==> src/rtl/lfsr_pkg.sv <==
// lfsr_pkg: FSM encoding and reference feedback masks shared by lfsr_gen.
// Tap masks follow the shift rule fb = ^(state & TAPS), state = {fb, state[W-1:1]};
// each mask below gives a maximal-length sequence for its width.
package lfsr_pkg;

    typedef enum logic [1:0] {
        ST_IDLE   = 2'd0,
        ST_WARMUP = 2'd1,
        ST_RUN    = 2'd2
    } lfsr_state_e;

    localparam logic [7:0]  TAPS_W8  = 8'h71;
    localparam logic [15:0] TAPS_W16 = 16'h002D;
    localparam logic [31:0] TAPS_W32 = 32'h0040_0007;

endpackage

==> src/rtl/lfsr_step.sv <==
// lfsr_step: purely combinational STEP-fold of the single-shift LFSR rule.
// The shifts are chained so one clock cycle can retire STEP output bits.
module lfsr_step
    import lfsr_pkg::*;
#(
    parameter int               WIDTH = 16,
    parameter logic [WIDTH-1:0] TAPS  = WIDTH'(TAPS_W16),
    parameter int               STEP  = 1
) (
    input  logic [WIDTH-1:0] state_i,
    output logic [WIDTH-1:0] state_o
);

    logic [WIDTH-1:0] s;

    // Unrolled chain of STEP shifts: feedback enters at the MSB, bit 0 falls out.
    always_comb begin
        s = state_i;
        for (int i = 0; i < STEP; i++) begin
            s = {^(s & TAPS), s[WIDTH-1:1]};
        end
        state_o = s;
    end

endmodule

==> src/rtl/lfsr_gen.sv <==
// lfsr_gen: Fibonacci LFSR word generator with warm-up, reseed and a
// valid/ready output. Optional period tracking (period_wrap / period_len)
// is compiled in when LFSR_GEN_PERIOD_CNT_EN is defined.
module lfsr_gen
    import lfsr_pkg::*;
#(
    parameter int               WIDTH  = 16,
    parameter logic [WIDTH-1:0] TAPS   = WIDTH'(TAPS_W16),
    parameter logic [WIDTH-1:0] SEED   = '1,
    parameter int               STEP   = 1,
    parameter int               WARMUP = 0
) (
    input  logic             clk,
    input  logic             rst_n,
    input  logic             en,
    input  logic             load,
    input  logic [WIDTH-1:0] seed_in,
    output logic [STEP-1:0]  dout,
    output logic             out_valid,
    input  logic             out_ready,
    output logic [WIDTH-1:0] state_o,
    output logic             busy,
    output logic             seed_fix
`ifdef LFSR_GEN_PERIOD_CNT_EN
    ,
    output logic             period_wrap,
    output logic [WIDTH-1:0] period_len
`endif
);

    localparam bit         HAS_WARMUP = (WARMUP != 0);
    localparam logic [7:0] WU_LAST    = HAS_WARMUP ? 8'(WARMUP - 1) : 8'd0;

    lfsr_state_e      fsm_q, fsm_d;
    logic [WIDTH-1:0] state_q, state_d;
    logic [7:0]       wcnt_q, wcnt_d;
    logic             seed_fix_q, seed_fix_d;
    logic [WIDTH-1:0] step_nxt, adv_state, load_val;
    logic             advance;

    lfsr_step #(.WIDTH(WIDTH), .TAPS(TAPS), .STEP(STEP)) u_step (
        .state_i (state_q),
        .state_o (step_nxt)
    );

    // A zero seed would lock the register, so it is swapped for SEED; the
    // same substitution guards the advance path against ever reaching zero.
    assign load_val  = (seed_in == '0) ? SEED : seed_in;
    assign adv_state = (step_nxt == '0) ? SEED : step_nxt;

    // State register: FSM, LFSR state, warm-up counter, seed-fix pulse.
    always_ff @(posedge clk or negedge rst_n) begin
        if (!rst_n) begin
            fsm_q      <= ST_IDLE;
            state_q    <= SEED;
            wcnt_q     <= '0;
            seed_fix_q <= 1'b0;
        end else begin
            fsm_q      <= fsm_d;
            state_q    <= state_d;
            wcnt_q     <= wcnt_d;
            seed_fix_q <= seed_fix_d;
        end
    end

    // Next-state logic; load overrides whatever the current state wants.
    always_comb begin
        fsm_d = fsm_q;
        case (fsm_q)
            ST_IDLE:   if (en) fsm_d = HAS_WARMUP ? ST_WARMUP : ST_RUN;
            ST_WARMUP: if (wcnt_q == WU_LAST) fsm_d = ST_RUN;
            ST_RUN:    if (!en && out_ready) fsm_d = ST_IDLE;
            default:   fsm_d = ST_IDLE;
        endcase
        if (load) fsm_d = en ? (HAS_WARMUP ? ST_WARMUP : ST_RUN) : ST_IDLE;
    end

    // Outputs decoded from the current state; advance on warm-up or handshake.
    always_comb begin
        out_valid = (fsm_q == ST_RUN);
        busy      = (fsm_q == ST_WARMUP);
        advance   = busy || (out_valid && out_ready);
    end

    // Datapath: reseed, advance, and the warm-up count (zero outside warm-up).
    always_comb begin
        state_d    = state_q;
        seed_fix_d = 1'b0;
        wcnt_d     = (fsm_q == ST_WARMUP && fsm_d == ST_WARMUP && !load) ? wcnt_q + 8'd1 : 8'd0;
        if (load) begin
            state_d    = load_val;
            seed_fix_d = (seed_in == '0);
        end else if (advance) begin
            state_d = adv_state;
        end
    end

    assign dout     = state_q[STEP-1:0];
    assign state_o  = state_q;
    assign seed_fix = seed_fix_q;

`ifdef LFSR_GEN_PERIOD_CNT_EN
    logic [WIDTH-1:0] ref_q, ref_d, pcnt_q, pcnt_d, plen_q, plen_d;
    logic             pwrap_q, pwrap_d;

    // Period tracker registers: reference point, running count, last period.
    always_ff @(posedge clk or negedge rst_n) begin
        if (!rst_n) begin
            ref_q   <= SEED;
            pcnt_q  <= '0;
            plen_q  <= '0;
            pwrap_q <= 1'b0;
        end else begin
            ref_q   <= ref_d;
            pcnt_q  <= pcnt_d;
            plen_q  <= plen_d;
            pwrap_q <= pwrap_d;
        end
    end

    // Count advances since the reference; closing the loop latches the length.
    always_comb begin
        ref_d   = ref_q;
        pcnt_d  = pcnt_q;
        plen_d  = plen_q;
        pwrap_d = 1'b0;
        if (load) begin
            ref_d  = load_val;
            pcnt_d = '0;
        end else if (advance) begin
            if (adv_state == ref_q) begin
                pwrap_d = 1'b1;
                plen_d  = pcnt_q + WIDTH'(1);
                pcnt_d  = '0;
            end else begin
                pcnt_d = pcnt_q + WIDTH'(1);
            end
        end
    end

    assign period_wrap = pwrap_q;
    assign period_len  = plen_q;
`endif

endmodule

==> config.mk <==
export PLATFORM = sky130hd
export DESIGN_NAME = lfsr_gen
export DESIGN_NICKNAME = d
export VERILOG_FILES = /design/src/rtl/lfsr_pkg.sv /design/src/rtl/lfsr_step.sv /design/src/rtl/lfsr_gen.sv
export SDC_FILE = /design/constraint.sdc
export NUM_CORES = 1
export LEC_CHECK = 0
export CELL_PAD_IN_SITES_DETAIL_PLACEMENT = 1
export CELL_PAD_IN_SITES_GLOBAL_PLACEMENT = 1
export CORE_MARGIN = 10
export CORE_UTILIZATION = 39
export CTS_CLUSTER_DIAMETER = 120
export DETAILED_ROUTE_END_ITERATION = 10
export GPL_TIMING_DRIVEN = 0
export PLACE_DENSITY = 0.85
export SYNTH_ARGS = -nofsm -noshare
export SYNTH_HDL_FRONTEND = slang
export SYNTH_SLANG_ARGS = --single-unit
==> constraint.sdc <==
create_clock -name clk -period 2.2 [get_ports clk]
set_input_delay 0.33 -clock clk [delete_from_list [all_inputs] [get_ports clk]]
set_output_delay 0.33 -clock clk [all_outputs]
set_load 0.005 [all_outputs]
==> impl_metrics.py, run 1 <==
metrics = {
    "die": {
        "die_area_um2": 6930,
        "num_io_pins": 41,
        "die_h_um": 83.3,
        "die_w_um": 83.3,
        "initial_utilization": 0.414,
        "row_count": 22,
        "core_um2": 3770,
    },
    "timing": {
        "finalCritPeriodShare": 0.842,
        "drv_slew": 0,
        "fin_hold_ws_ns": 0.0510,
        "tightest_slew_ns": 0.618,
        "fin_crit_ns": 1.85,
        "fmax_mhz": 540,
        "relSlewSlack": 0.588,
        "hold_violations": 0,
        "finClkSkew_ns": 0.00286,
        "setup_tns_ns": 0,
        "rsz0062_at_grt": "false",
        "setup_viol": 0,
    },
    "placed_design": {
        "dpl.hpwl_um": 3740,
        "gp_congestion": 0.803,
        "port_buffers": 40,
        "dpl_cell_area_um2": 2020,
    },
    "setup_path": {
        "cp_top_family": "compound AO/OA/AOI/OAI gates",
        "critical_path.max_stage_delay_ns": 0.50,
        "crit_chain": "clkdlybuf4s50_1, nor4_1, a41o_2, buf_8, o21a_1, a22o_1",
        "start_kind": "input pin",
        "required_ns": 2.43,
        "crit_arrival_ns": 2.08,
        "critPathSlowestCell": "nor4_1",
        "crit_fanout": 10,
        "worstSetupStartpoint": "seed_in[9]",
        "r2r-start": "state_o[9]",
        "cp_num_buf_inv": 2,
        "path_class": "in -> reg",
        "endpoint_kind": "flop",
    },
    "power": {
        "powerDensity_nw_per_um2": 663,
        "p_sw_uw": 425,
        "p_sw_frac": 0.311,
        "p_total_uw": 1370,
        "p_leak_uw": 0.000821,
        "p_seq_frac": 0.471,
        "pwr-share-comb": 0.312,
        "p_int_uw": 943,
        "clkPwrFrac": 0.218,
        "max-vdd-ir-drop_v": 0.000239,
    },
    "global_route": {
        "antenna_found_initial": 0,
        "grt_max_degree": 28,
        "grt_pass1_wl_um": 7960,
        "grt-ovfl-total": 0,
        "grtUsageTotal": 0.136,
        "grt_pass1_vias": 1525,
    },
    "synthesis": {
        "synthArstFlopShare": 1.00,
        "ys_ff_latch": 27,
        "ys_warn_count": 0,
        "synth_top_area_cell": "dfstp_2",
        "netlist.area_leader.share": 0.269,
        "synth_cells": 156,
        "netlist_area_um2": 1560,
        "synth.yosys.seq_area_share": 0.446,
        "yosysMostFrequentCell": "nor2_1",
        "ys_types": 33,
        "syn_nets": 179,
        "ys.flop_type": "dfstp_2",
        "synth_common_cells": "25 x nor2_1, 16 x dfstp_2, 15 x a22o_1, 15 x o21a_1",
        "synth.area.top_cells": "dfstp_2 27%, dfrtp_1 18%, a22o_1 8.4%, o21a_1 7.2%, nor2_1 6.0%",
        "syn-mean-instance-area_um2": 10.0,
        "synth-edff-count": 0,
    },
    "cts": {
        "cts_setup_buffers": 0,
        "cts_root_buf": "clkbuf_8",
        "cts_hold_buffers": 0,
        "htree_num_levels": 1,
        "cts_resized": 0,
        "cts.sinks": 27,
        "clk_path_buf_depth": 2,
        "numCtsBuffers": 3,
        "path_clk_slew_ns": 0.10,
        "clock_latency_ns": 0.28,
        "cts_tree": "built",
    },
    "detailed_routing": {
        "vias": 1382,
        "dr.pass1.iters": 4,
        "viasPerCell": 5.57,
        "drc": 0,
        "wl_per_cell_um": 19.4,
        "initialDrtViolationCount": 77,
        "drt_wl_total_um": 4800,
        "ant_nets": 0,
    },
    "run": {
        "max-cap-violations": 0,
    },
    "finish": {
        "fin_nets": 224,
        "final_area_um2": 2060,
        "areaGrowthSynthToFinish_pct": 32.2,
        "drive_gt1_frac": 0.175,
        "diodes": 0,
        "nFillCells": 410,
    },
    "hold_path": {
        "hold_path.class": "in -> async",
    },
    "outcome": {
        "status": "complete, no violations",
    },
}
## metal layers
metal  wire length [um]  vias to the layer above  GRT usage
met5                  0                        -          0
met4                 70                        0     0.0508
met3                209                        5     0.0283
met2               2560                       31      0.240
met1               1960                      700      0.157
li1                   -                      646          -
## power by group through the flow
| stage | clock network (uW) | registers, uW | logic, uW |
|---|---|---|---|
| CTS | 310 | 644 | 431 |
| detailed placement | 0 | 653 | 427 |
| finish | 298 | 644 | 426 |
| floorplan | 0 | 640 | 212 |
| global placement | 0 | 646 | 417 |
| global route | 326 | 654 | 464 |
## registers in the layout (all words and copies together), names as in the netlist
register	count
fsm_q	2
seed_fix	1
state_o	16
wcnt_q	8
## area by class of cell
type / count / area [um^2] / area share
Tap cell: 48 / 60.1 / 0.0291
Inverter: 5 / 18.8 / 0.00910
Clock inverter: 1 / 5.00 / 0.00243
Buffer: 9 / 67.6 / 0.0328
Sequential cell: 27 / 696 / 0.337
Timing Repair Buffer: 40 / 395 / 0.192
Clock buffer: 3 / 41.3 / 0.0200
Multi-Input combinational cell: 115 / 778 / 0.377
## worst paths after layout
| check | end | slack (ns) | cells after the start |
|---|---|---|---|
| max in group asynchronous | wcnt_q[0] | 1.75 | 1 |
| max | state_o[4] | 0.35 | 6 |
| min | fsm_q[1] | 0.05 | 1 |
| min reg2reg | state_o[15] | 0.50 | 2 |
| max reg2reg | state_o[10] | 0.40 | 5 |
| min in group clk | state_o[15] | 0.50 | 2 |
## cell usage in the layout (no fill, tap or decap), types with 2 or more instances in the layout
cell type         n
nand3_1           2
o21a_1           15
nor2_1           25
dfrtp_1          11
nor2b_4           2
nand4_1           3
clkdlybuf4s50_1  39
clkbuf_8          3
a22o_1           15
o21ai_0           7
nand2_1           2
buf_2             4
dfstp_2          16
xor2_1            3
clkbuf_1          2
nor4_1            8
inv_1             5
buf_6             2
and3_1            3
ha_1              2
o21ai_1          11
xnor2_1           4
and2_1            3
## per-stage QoR
stage	worst slack, ns	cells	util
after floorplan	0.800	156	-
after global placement	0.189	244	0.536
after detailed placement	0.0657	244	0.536
after CTS	0.322	248	0.548
after global routing	0.206	248	0.547
final	0.348	248	0.547
## kinds of logic after synthesis
group                      share of synthesized area
DFF                                            0.446
AOI/OAI and AO/OA                              0.253
adders and majority gates                     0.0160
buffers and inverters                         0.0553
and+or+nand+nor                                0.169
xor gates and xnor gates                      0.0602
No activity file was read; power rests on OpenSTA's default activity.
==> run 2, diff against run 1 <==
CORE_UTILIZATION = 36   (was 39)
PLACE_DENSITY = 0.79   (was 0.85)
clock period = 1.8 ns   (was 2.2 ns; I/O delays follow)
==> run 2 against run 1 <==
Effect of this change:
- critical path depth unchanged
- sequential power is 22% higher
- highest routed layer unchanged
- global-route usage fell by 0.38 points
==> impl_metrics.py, run 2 (same netlist as run 1, synthesis figures left out) <==
metrics = {
    "die": {
        "row_count": 23,
        "die_h_um": 85.8,
        "core_um2": 4090,
        "initial_utilization": 0.382,
        "die_area_um2": 7370,
        "num_io_pins": 41,
        "die_w_um": 85.8,
    },
    "detailed_routing": {
        "drc": 0,
        "viasPerCell": 5.30,
        "drt_wl_total_um": 4910,
        "wl_per_cell_um": 19.2,
        "vias": 1358,
        "ant_nets": 0,
        "initialDrtViolationCount": 43,
        "dr.pass1.iters": 4,
    },
    "run": {
        "max-cap-violations": 0,
    },
    "global_route": {
        "grt_busiest_layer": "met2",
        "met3_usage": 0.0350,
        "grt-ovfl-total": 0,
        "grtUsageMet1": 0.153,
        "antenna_found_initial": 0,
        "grtUsageTotal": 0.133,
        "grt_pass1_wl_um": 7960,
        "met2_usage": 0.233,
        "grt_max_degree": 28,
        "grt_pass1_vias": 1495,
    },
    "timing": {
        "setup_slack_ns": 0.0707,
        "setup_viol": 0,
        "relSlewSlack": 0.181,
        "finClkSkew_ns": 0.00156,
        "drv_slew": 0,
        "tightest_slew_ns": 1.22,
        "fmax_mhz": 578,
        "hold_violations": 0,
        "finalCritPeriodShare": 0.961,
        "fin_crit_ns": 1.73,
    },
    "finish": {
        "largest_reg_flops": 16,
        "areaGrowthSynthToFinish_pct": 36.1,
        "final_area_um2": 2120,
        "diodes": 0,
        "layout_commonest_cell": "clkdlybuf4s50_1",
        "fin_nets": 230,
        "final_cell_mix": "40 x clkdlybuf4s50_1, 25 x nor2_1, 16 x dfstp_2, 15 x o21a_1, 15 x a22o_1",
        "utilization": 0.520,
        "drive_gt1_frac": 0.199,
        "nFillCells": 484,
    },
    "cts": {
        "numCtsBuffers": 3,
        "htree_num_levels": 1,
        "cts_root_buf": "clkbuf_8",
        "cts_tree": "built",
        "cts_hold_buffers": 0,
        "path_clk_slew_ns": 0.10,
        "cts.sinks": 27,
        "clock_latency_ns": 0.28,
        "clk_path_buf_depth": 2,
    },
    "setup_path": {
        "cp_num_buf_inv": 2,
        "crit_chain": "clkdlybuf4s50_1, nor4_1, a41o_2, buf_8, o21a_1, a22o_1",
        "critical_path.max_stage_delay_ns": 0.46,
        "crit_fanout": 10,
        "start_kind": "input pin",
        "endpoint_kind": "flop",
        "crit_arrival_ns": 1.96,
        "ff2ff_path_depth": 6,
        "critPathSlowestCell": "nor4_1",
        "path_class": "in -> reg",
        "cp.depth": 6,
        "cp_top_family": "compound AO/OA/AOI/OAI gates",
        "required_ns": 2.03,
    },
    "outcome": {
        "status": "complete, no violations",
    },
    "placed_design": {
        "dpl.hpwl_um": 3770,
        "dpl_cell_area_um2": 2020,
        "gp_congestion": 0.844,
        "port_buffers": 40,
        "pre_cts_slack_ns": -0.163,
    },
    "power": {
        "p_leak_uw": 0.000845,
        "powerDensity_nw_per_um2": 800,
        "max-vdd-ir-drop_v": 0.000399,
    },
    "hold_path": {
        "hold_path.class": "reg -> reg",
        "min_path_cells": 2,
    },
}
-- run 2: report_power, final --
group / leakage (uW) / internal (uW) / switching (uW) / total [uW]
registers: 0.000319 / 709 / 78.4 / 787
clock network: 0.0000217 / 158 / 215 / 373
logic: 0.000505 / 297 / 240 / 538
-- run 2: worst min-delay path: cells and delay by family, from the launching register on --
kind               cells  cell delay (ns)
AOI/OAI and AO/OA      1             0.05
DFF                    1             0.40
and+or+nand+nor        1             0.05
-- run 2: area by class of cell --
type                    count  area, um^2  share of cell area
clock buffers               3        41.3              0.0194
repair buffers             46         445               0.210
clock inverters             1        7.51             0.00354
multi-input cells         115         785               0.369
well taps                  50        62.6              0.0295
plain buffers               9        67.6              0.0318
flip-flops and latches     27         696               0.328
inverters                   5        18.8             0.00884
-- run 2: layer usage --
metal,part of all wire,vias to the layer above
met5,0,-
met4,0.013,0
met3,0.027,7
met2,0.51,20
met1,0.45,662
li1,-,669
-- run 2: repair_timing --
action,CTS,global route
buffers inserted,1,5
setup endpoints to repair,1,13
resized for setup,0,1
pin swaps,0,1
-- run 2: final timing paths --
check / slack [ns] / to / from
max: 0.07 / state_o[8] / seed_in[9]
min: 0.49 / state_o[15] / state_o[15]
max reg2reg: 0.11 / state_o[0] / state_o[1]
min reg2reg: 0.49 / state_o[15] / state_o[15]
max in group asynchronous: 0.45 / fsm_q[1] / rst_n
min in group asynchronous: 0.63 / wcnt_q[0] / rst_n
-- run 2: stage by stage --
stage	hold slack [ns]	total power, uW	setup TNS, ns	cells
3_5_place_dp	0.478	1330	-1.21	246
4_1_cts	0.495	1710	0	251
6_report	0.493	1700	0	256
2_1_floorplan	-0.0256	1040	0	156
5_1_grt	0.516	1800	-0.0239	256
3_3_place_gp	0.471	1300	-1.37	246
==> run 3, diff against run 2 <==
CORE_ASPECT_RATIO = 0.8   (was not set)
==> run 3 against run 2 <==
Effect of this change:
- combinational power hardly changed
- critical path depth is 4 lower
- utilization shrank 1.3 points
- worst hold slack better by 0.013 ns
- wire length up 2.6%
- clock-buffer cell count grew 1
- sequential share of layout area grew 0.097 points
- register-to-register slack is essentially flat
- clock power decreased by 5%
- non-clock buffer count shrank 4
- clock skew is 0.00096 ns higher
- cell count grew 1.2%
- critical endpoint is now state_o[0]
- largest cell class unchanged
==> impl_metrics.py, run 3 (same netlist as run 1, synthesis figures left out) <==
metrics = {
    "finish": {
        "areaGrowthSynthToFinish_pct": 35.7,
        "seqCellArea_um2": 696,
        "largest_reg_flops": 16,
        "layout_commonest_cell": "clkdlybuf4s50_1",
        "final_cell_mix": "40 x clkdlybuf4s50_1, 25 x nor2_1, 16 x dfstp_2, 15 x o21a_1, 15 x a22o_1",
        "multi_input_area_um2": 803,
        "diodes": 0,
        "fin_nets": 226,
        "utilization": 0.507,
        "drive_gt1_frac": 0.193,
        "nFillCells": 488,
    },
    "outcome": {
        "status": "complete, no violations",
    },
    "cts": {
        "htree_num_levels": 1,
        "path_clk_slew_ns": 0.09,
        "cts.sinks": 27,
        "cts_tree": "built",
        "clock_latency_ns": 0.28,
        "numCtsBuffers": 3,
        "clk_path_buf_depth": 2,
        "cts_root_buf": "clkbuf_8",
    },
    "power": {
        "p_sw_uw": 524,
        "pwr-share-comb": 0.318,
        "p_leak_uw": 0.000830,
        "max-vdd-ir-drop_v": 0.000349,
        "powerDensity_nw_per_um2": 794,
        "p_seq_frac": 0.471,
        "clkPwrFrac": 0.211,
        "p_sw_frac": 0.311,
        "p_int_uw": 1160,
    },
    "die": {
        "core_um2": 4180,
        "initial_utilization": 0.373,
        "die_w_um": 93.6,
        "die_area_um2": 7380,
        "num_io_pins": 41,
        "row_count": 21,
        "die_h_um": 78.9,
    },
    "global_route": {
        "grt_pass1_vias": 1521,
        "grt_max_degree": 28,
        "grtUsageTotal": 0.141,
        "antenna_found_initial": 0,
        "grt-ovfl-total": 0,
        "grt_pass1_wl_um": 8470,
    },
    "detailed_routing": {
        "viasPerCell": 5.41,
        "vias": 1402,
        "dr.pass1.iters": 4,
        "ant_nets": 0,
        "initialDrtViolationCount": 58,
        "drc": 0,
        "drt_wl_total_um": 5040,
        "wl_per_cell_um": 19.5,
    },
    "timing": {
        "relSlewSlack": 0.183,
        "setup_tns_ns": 0,
        "hold_violations": 0,
        "fmax_mhz": 573,
        "finClkSkew_ns": 0.00252,
        "setup_viol": 0,
        "finalCritPeriodShare": 0.969,
        "drv_slew": 0,
        "rsz0062_at_grt": "false",
        "tightest_slew_ns": 1.22,
        "fin_crit_ns": 1.74,
    },
    "setup_path": {
        "crit_chain": "buf_4, clkdlybuf4s50_1",
        "start_kind": "flop",
        "required_ns": 1.53,
        "critPathSlowestCell": "dfstp_2",
        "crit_arrival_ns": 1.47,
        "critical_path.max_stage_delay_ns": 0.59,
        "crit_fanout": 4,
        "path_class": "reg -> out",
        "endpoint_kind": "output port",
    },
    "run": {
        "max-cap-violations": 0,
    },
    "hold_path": {
        "hold_path.class": "reg -> reg",
    },
    "placed_design": {
        "port_buffers": 40,
        "gp_congestion": 0.834,
        "dpl.hpwl_um": 3900,
    },
}
## run 3: cell count changes in the layout (fill, tap and decap cells not counted), sizes merged
cell / change
clkbuf: +1
buf: -4
clkinvlp: -1
## run 3: final cells by class
| cell class | count | share of cell area |
|---|---|---|
| Buffer | 9 | 0.0319 |
| Multi-Input combinational cell | 115 | 0.379 |
| Timing Repair Buffer | 42 | 0.196 |
| Tap cell | 57 | 0.0337 |
| Inverter | 5 | 0.00887 |
| Sequential cell | 27 | 0.329 |
| Clock buffer | 4 | 0.0213 |
## run 3: stage by stage
stage	hold slack (ns)	std cells	total power [uW]	setup slack, ns	instance area (um^2)
6_report	0.506	259	1680	0.0560	2120
5_1_grt	0.546	259	1760	0.0116	2120
4_1_cts	0.508	257	1690	0.00632	2080
3_5_place_dp	0.494	253	1330	-0.257	2030
3_3_place_gp	0.479	253	1310	-0.161	2030
2_1_floorplan	-0.0256	156	1040	0.400	1560
## run 3: worst paths after layout
path	start	to	slack, ns	depth (start not counted)
worst max-delay path	state_o[0]	state_o[0]	0.06	2
worst min-delay path	state_o[15]	state_o[15]	0.51	2
worst max register to register	state_o[9]	state_o[10]	0.12	5
worst min register to register	state_o[15]	state_o[15]	0.51	2
max in group asynchronous	rst_n	wcnt_q[3]	0.45	1
min in group asynchronous	rst_n	wcnt_q[4]	0.63	1
## run 3: critical path: cells and delay by family, from the launching register on
| kind | cells | cell delay [ns] |
|---|---|---|
| buffers and inverters | 2 | 0.61 |
| flip-flops | 1 | 0.59 |
## run 3: timing repair
item	4_1_cts	5_1_grt
setup buffers	0	2
endpoints found under the setup margin	0	12
hold buffers	0	0
gates resized for setup	0	4
## run 3: power groups by stage
| stage | Combinational [uW] | Clock (uW) | Sequential (uW) |
|---|---|---|---|
| 2_1_floorplan | 259 | 0 | 782 |
| 3_3_place_gp | 511 | 0 | 794 |
| 3_5_place_dp | 528 | 0 | 801 |
| 4_1_cts | 533 | 364 | 791 |
| 5_1_grt | 580 | 380 | 804 |
| 6_report | 535 | 355 | 792 |
## run 3: metal layers
metal  part of all wire  track usage  wire length [um]
met1               0.46        0.186              2310
met2               0.47        0.216              2370
met3              0.067       0.0508               337
met4             0.0046       0.0333                23
met5                  0            0                 0
